### src/rtl/uart_rx.sv
// 8N1 UART receiver with mid-bit sampling, a one-cycle done/err strobe and a held-low (break) lockout.
// Optional RX_SYNC_EN adds a 2-flop input synchronizer (+2 cycles latency); otherwise RX must already be synchronous to clk.
module uart_rx #(
    parameter int CLK_FREQ     = 100_000_000,
    parameter int BAUD         = 9600,
    parameter int CLKS_PER_BIT = CLK_FREQ / BAUD
) (
    input  logic       clk,
    input  logic       rst,
    input  logic       RX,
    input  logic       rx_en,
    output logic [7:0] data,
    output logic       done,
    output logic       err,
    output logic       busy
);

    localparam int CNT_W = $clog2(CLKS_PER_BIT + 1);
    localparam logic [CNT_W-1:0] HALF_M1 = CNT_W'(CLKS_PER_BIT / 2 - 1);
    localparam logic [CNT_W-1:0] FULL_M1 = CNT_W'(CLKS_PER_BIT - 1);

    typedef enum logic [2:0] {
        IDLE,
        START,
        DATA,
        STOP,
        WAIT_HIGH
    } state_t;

    state_t           state_q;
    logic [CNT_W-1:0] cnt_q;
    logic [CNT_W-1:0] cnt_d;
    logic [2:0]       idx_q;
    logic [7:0]       shift_q;
    logic [7:0]       data_q;
    logic             done_q;
    logic             err_q;
    logic             busy_q;
    logic             rxs;

`ifdef RX_SYNC_EN
    logic [1:0] sync_q;

    // Both stages reset high so the line looks idle coming out of reset.
    always_ff @(posedge clk or posedge rst) begin
        if (rst) begin
            sync_q <= 2'b11;
        end else begin
            sync_q <= {sync_q[0], RX};
        end
    end

    assign rxs = sync_q[1];
`else
    assign rxs = RX;
`endif

    assign cnt_d = cnt_q + CNT_W'(1);

    always_ff @(posedge clk or posedge rst) begin
        if (rst) begin
            state_q <= IDLE;
            cnt_q   <= '0;
            idx_q   <= '0;
            shift_q <= '0;
            data_q  <= '0;
            done_q  <= 1'b0;
            err_q   <= 1'b0;
            busy_q  <= 1'b0;
        end else begin
            done_q <= 1'b0;
            err_q  <= 1'b0;
            if (!rx_en) begin
                state_q <= IDLE;
                cnt_q   <= '0;
                busy_q  <= 1'b0;
            end else begin
                case (state_q)
                    IDLE: begin
                        if (!rxs) begin
                            state_q <= START;
                            cnt_q   <= '0;
                            busy_q  <= 1'b1;
                        end
                    end
                    START: begin
                        if (cnt_q == HALF_M1) begin
                            cnt_q <= '0;
                            if (!rxs) begin
                                state_q <= DATA;
                                idx_q   <= '0;
                            end else begin
                                state_q <= IDLE;
                                busy_q  <= 1'b0;
                            end
                        end else begin
                            cnt_q <= cnt_d;
                        end
                    end
                    DATA: begin
                        if (cnt_q == FULL_M1) begin
                            cnt_q          <= '0;
                            shift_q[idx_q] <= rxs;
                            if (idx_q == 3'd7) begin
                                state_q <= STOP;
                            end else begin
                                idx_q <= idx_q + 3'd1;
                            end
                        end else begin
                            cnt_q <= cnt_d;
                        end
                    end
                    STOP: begin
                        // Leave at mid-stop so a back-to-back start edge is not missed.
                        if (cnt_q == FULL_M1) begin
                            cnt_q  <= '0;
                            busy_q <= 1'b0;
                            if (rxs) begin
                                data_q  <= shift_q;
                                done_q  <= 1'b1;
                                state_q <= IDLE;
                            end else begin
                                err_q   <= 1'b1;
                                state_q <= WAIT_HIGH;
                            end
                        end else begin
                            cnt_q <= cnt_d;
                        end
                    end
                    WAIT_HIGH: begin
                        if (rxs) begin
                            state_q <= IDLE;
                        end
                    end
                    default: begin
                        state_q <= IDLE;
                        busy_q  <= 1'b0;
                    end
                endcase
            end
        end
    end

    assign data = data_q;
    assign done = done_q;
    assign err  = err_q;
    assign busy = busy_q;

endmodule

### config.mk
export PLATFORM = sky130hd
export DESIGN_NAME = uart_rx
export DESIGN_NICKNAME = d
export VERILOG_FILES = /design/src/rtl/uart_rx.sv
export SDC_FILE = /design/constraint.sdc
export NUM_CORES = 1
export LEC_CHECK = 0
export ABC_AREA = 1
export BUFFER_PORTS_ARGS = -buffer_cell sky130_fd_sc_hd__buf_2
export CAP_MARGIN = 10
export CORE_ASPECT_RATIO = 0.8
export CORE_MARGIN = 2
export CORE_UTILIZATION = 45
export CTS_BUF_LIST = sky130_fd_sc_hd__clkbuf_8
export CTS_CLUSTER_SIZE = 20
export DETAILED_ROUTE_END_ITERATION = 10
export PLACE_DENSITY = 0.62
export SYNTH_ARGS = -nofsm -noshare
export SYNTH_HDL_FRONTEND = slang
export SYNTH_SLANG_ARGS = --single-unit
### constraint.sdc
create_clock -name clk -period 2 [get_ports clk]
set_clock_uncertainty 0.05 [all_clocks]
set_input_delay 0 -clock clk [delete_from_list [all_inputs] [get_ports clk]]
set_output_delay 0 -clock clk [all_outputs]
set_load 0.01 [all_outputs]
# --- After elaboration in Yosys (flattened, before gate mapping) ---
# Cells that the tools add are included.
# W data, S select, Z words.
classes:
  n_eq_ne: 20
  reduce_logical: 11
  n_lt_le_gt_ge: 2
  muxes: 37
  add_sub_neg: 2
ops:
  columns: ["cell", "n"]
  rows:
  - ["$mux W14", 4]
  - ["$pmux W14 S3", 1]
  - ["$mux W3", 12]
  - ["$ne A3 B3 Y1 const B", 7]
  - ["$pmux W3 S5", 1]
  - ["$add A14 B1 Y14 const B", 1]
  - ["$eq A14 B13 Y1 const B", 1]
  - ["$eq A14 B14 Y1 const B", 1]
  - ["$mux W1", 14]
  - ["$reduce_and A6 Y1", 2]
  - ["$ne A2 B2 Y1 const B", 5]
  - ["$bwmux W8", 1]
  - ["$eq A3 B2 Y1 const B", 2]
  - ["$eq A3 B3 Y1 const B", 2]
  - ["$pmux W3 S2", 1]
  - ["$reduce_and A5 Y1", 1]
  - ["$lt A3 B4 Y1 const B", 1]
  - ["$ne A4 B2 Y1 const B", 1]
  - ["$pmux W1 S4", 1]
  - ["$reduce_and A4 Y1", 1]
  - ["$reduce_or A2 Y1", 2]
  - ["$add A3 B1 Y3 const B", 1]
  - ["$demux W1 S3", 1]
  - ["$eq A3 B1 Y1 const B", 1]
  - ["7 further kinds", 7]
word_totals:
  out_inout_bits: 11
  ff_bits: 39
  elab_cells: 80
  in_bits: 4

# --- Logic depth before layout (Yosys ltp) ---
depth:
  ltp_word: 5
  ltp_mapped: 11
  mapped_depth_nobuf: 11

# --- Worst setup path before layout ---
# Ideal clock, no wire load.
synth_path:
  path_kind: "flip-flop to flip-flop"
  from: "reg cnt_q[0]"
  to: "reg cnt_q[2]"
  slack_ps: 497
  n_path_buf: 0
  setup_time_ps: 118
  path_stages_with_launch: 9
  required_time_ps: 1832
  t_arrival_ps: 1334
  synth_period_minus_slack_ps: 1503
  cell_sequence: "dfrtp_1 -> ha_1 -> nand3_1 -> nor2_1 -> nand2_1 -> nand2_1 -> nand3_2 -> inv_1 -> nor2_1"
synth_between:
  elab_chain_cells: 4
  elab_cells_between_ends: 7
  classes_between: "add/sub (1); eq/ne (2); mux (4)"
synth_rtl:
  columns: ["element", "line_no", "rtl"]
  rows:
  - ["start: declaration", "31", "logic [CNT_W-1:0] cnt_q;"]
  - ["start signal: assignment", "97", "cnt_q <= cnt_d;"]
  - ["start signal: assignment", "110", "cnt_q <= cnt_d;"]
  - ["start signal: assignment", "127", "cnt_q <= cnt_d;"]
  - ["$add A14 B1 Y14, or another cell as far along", "58", "assign cnt_d = cnt_q + CNT_W'(1);"]
  - ["$mux W14 (on tied branches)", "101, 115, 87", null]
  - ["$pmux W14 S3 *", "78", "case (state_q)"]
  - ["$mux W14 *", "73", "if (!rx_en) begin"]
# Every way passes the cells marked *; elsewhere a longest branch is shown, timed or not.
# A chain may end at the register's enable or synchronous reset.

# --- Final worst setup path ---
layout_path:
  from: "reg cnt_q[0]"
  to: "reg data_q[4], in the netlist data[4]"
layout_between:
  elab_chain_cells: 2
layout_rtl:
  columns: ["element", "line_no", "rtl"]
  rows:
  - ["$eq A14 B14 Y1", "115", "if (cnt_q == FULL_M1) begin"]
  - ["$reduce_and A4 Y1 (no line)", null, null]
  - ["end signal: assignment", "119", "data_q <= shift_q;"]
  - ["end: declaration", "35", "logic [7:0] data_q;"]
# Every way passes these cells.

==> key figures <==
Status
  • Outcome: finished clean

GRT
  • Vias in the first global route: approximately 1700
  • Global-route usage over all layers: approximately a fifth
  • Initial antenna violation count: 0
  • Global-route wire length before repair: between 8000 and 9000 um
  • Grt total ovfl: 0
  • Largest net degree at the start of global routing: 40

Final layout
  • Area growth from synthesis to layout: 13.6%
  • Post-route cell area: around 2500 um2
  • Final Core Density: a little over half
  • Layout fillers: ~470
  • Sequential Area: between 900 and 1000 um2
  • Share of layout cells above drive strength 1: 10.6%
  • Most common cell after layout, fill and taps aside: nand2_1
  • # diodes: 0
  • NumNets Final: ~340
  • Commonest non-fill, non-tap cells in the layout: nand2_1 (109), nor2_1 (51), dfrtp_1 (39), nand3_1 (33), inv_1 (28)
  • Multi-input gate area: ~1100 um2

STA
  • Period Utilization, post-route: about 90%
  • Hold Violations, Final: 0
  • Clock period minus worst slack: between 1.5 and 2 ns
  • Max Slew Vio Count: 0
  • Normalized max-slew margin: between 60% and 70%
  • Tightest Pin Transition: 0.487 ns
  • TNS Setup: 0 ns
  • Fmax: between 500 and 600 MHz
  • Final setup viols: 0
  • RSZ-0062 raised after global routing: false

Floorplanning
  • Die Height: between 60 and 70 um
  • Die area: roughly 5500 um2
  • Core area: 4650 um2
  • Initial Util: between 40% and 50%
  • Horiz. Die Dim: roughly 82 um
  • # rows: 22
  • IO Pins: 15

Flow run
  • Max Cap Viol: 0

CTS
  • CTS tree: built
  • Clk slew on worst S/H paths: ~0.08 ns
  • Clock root buffer: clkbuf_8
  • Maximum root-to-sink buffer count: 2
  • CTS sink cnt: 39
  • Post-cts resize count: 0
  • Num CTS Buffers: 5
  • CTS H-tree lvls: 2
  • Clk Latency, worst-skew pair: around 0.29 ns

Detailed routing
  • Router iterations before antenna repair: 4
  • Drt wl/cell: 11.9 um
  • Routed Antenna Nets: 0
  • Via density: 5.07
  • Via count: around 2000
  • Initial DRC count: approximately 110
  • Drc violations: 0
  • Final wirelength: 4660 um

Synth
  • Synth Area in Compound Gates: under 10%
  • Synth Area in Simple Gates: a little over two fifths
  • Ys Warns: 0
  • Syn Nets: roughly 310
  • Main area contributors after synthesis: dfrtp_1 (44%), nand2_1 (19%), nor2_1 (8.7%)
  • Top cell type's share of synthesized area: between 40 and 50%
  • Adder-Cell Fraction of Synth Area: between 1.5 and 2%
  • Mux contribution to synthesized area: 0%
  • Cell taking the most area after synthesis: dfrtp_1
  • Mapped Area: 2200 um2
  • Average size of a mapped cell: ~7 um2
  • Yosys cell types: 24
  • Largest family of logic cells by synthesized area: simple AND/OR/NAND/NOR gates
  • #FFs+latches synth: 39
  • Sequential cell area fraction in the yosys report: approximately 44%
  • Syn Inst Count: 307
  • Post-Synth XOR/XNOR Area: 0.798%

Hold path
  • Hold crit path type: in -> reg

Place
  • Final RePlAce weighted congestion: roughly 0.8
  • Buffers on Ports: 14
  • Post-placement cell area: around 2400 um2
  • Post-DP HPWL: 3440 um

Power
  • Lkg Pwr: 1.31 nW
  • PwrDens: about 900 nW/um2
  • Worst vdd ir: between 0.0006 and 0.0007 V

Critical path
  • CP Max Fanout: 9
  • Worst path slowest cell: dfrtp_1
  • Crit path cell chain: ha_1 -> nand3_1 -> nor2_1 -> nand4_2 -> inv_2 -> nand2_1 -> nand2_1
  • Critical path launch point type: register
  • WP data required: 2.18 ns
  • Setup crit end kind: register
  • Top Family by Delay on Critical Path: simple AND/OR/NAND/NOR gates
  • Most frequent cell on the critical path: nand2_1
  • Max incr delay on CP: 0.38 ns
  • CP Buf/Inv Count: 1
  • Worst Path Arrival: a little under 2 ns
  • CP Class: reg -> reg
[path summary, 6_finish.rpt]
check | startpoint | endpoint | slack (ns) | depth (start not counted)
max reg2reg | cnt_q[0] | data[4] | 0.21 | 7
min reg2reg | busy | busy | 0.42 | 2
min in group asynchronous | rst | cnt_q[2] | 0.31 | 4
max | cnt_q[0] | data[4] | 0.21 | 7
max in group asynchronous | rst | state_q[1] | 1.24 | 4
min | rx_en | state_q[0] | 0.03 | 3
[worst reg2reg max path: stages, from the launching register on]
cell	delay, ns
dfrtp_1	0.38
ha_1	0.22
nand3_1	0.19
nor2_1	0.21
nand4_2	0.30
inv_2	0.25
nand2_1	0.09
nand2_1	0.06
[power by group]
part,internal (W),leakage (nW),switching (W),total (W)
Clock,0.000494,0.0695,0.000272,0.000766
Combinational,0.000159,0.699,0.000365,0.000524
Sequential,0.000847,0.540,0.0000769,0.000923
[synthesized netlist by cell type (all sizes together)]
cell type and number:
a21oi 7, a31oi 1, buf 1, bufinv 1, dfrtp 39, ha 3
inv 31, nand2 110, nand3 34, nand3b 4, nand4 8, nor2 52
nor3 8, o21ai 4, o21bai 1, or2 1, xor2 2
[logic make-up (layout without fill, tap and decap cells)]
kind of cell	Yosys count	in the layout
compound gates	13	13
flops	39	39
buf+inv	33	57
xor+xnor	2	2
fa+ha+maj	3	3
simple gates	217	217
[stage by stage]
stage	power (W)	worst slack, ns	hold slack, ns	cells
2_1_floorplan	0.00133	0.497	0.135	307
3_3_place_gp	0.00146	0.241	0.0957	382
3_5_place_dp	0.00146	0.197	0.0995	382
4_1_cts	0.00224	0.183	0.0190	391
5_1_grt	0.00238	0.0449	0.0235	391
6_report	0.00221	0.206	0.0271	391
[sequential cells by signal (all words and copies together), names as in the netlist]
name	count
state_q	3
shift_q	8
cnt_q	14
done	1
busy	1
data	8
err	1
idx_q	3
[layer usage]
metal  track usage, %  routed length [um]
met1             30.1                2380
met2             26.7                1940
met3             4.88                 269
met4             5.42                  72
met5                0                   0
[area by class of cell]
| type | instances | area share (%) |
|---|---|---|
| clock buffer | 5 | 2.76 |
| clock inverter | 3 | 2.56 |
| inverter | 32 | 5.47 |
| multi-input combinational | 235 | 43.3 |
| sequential | 39 | 39.1 |
| tap | 60 | 3.01 |
| timing repair buffer | 17 | 3.81 |
[what timing repair did]
item | CTS | global route
setup buffers | 0 | 0
endpoints found under the setup margin | 0 | 0
hold buffers | 1 | 0
hold endpoints to repair | 39 | 0
(Power assumes the default switching activity.)
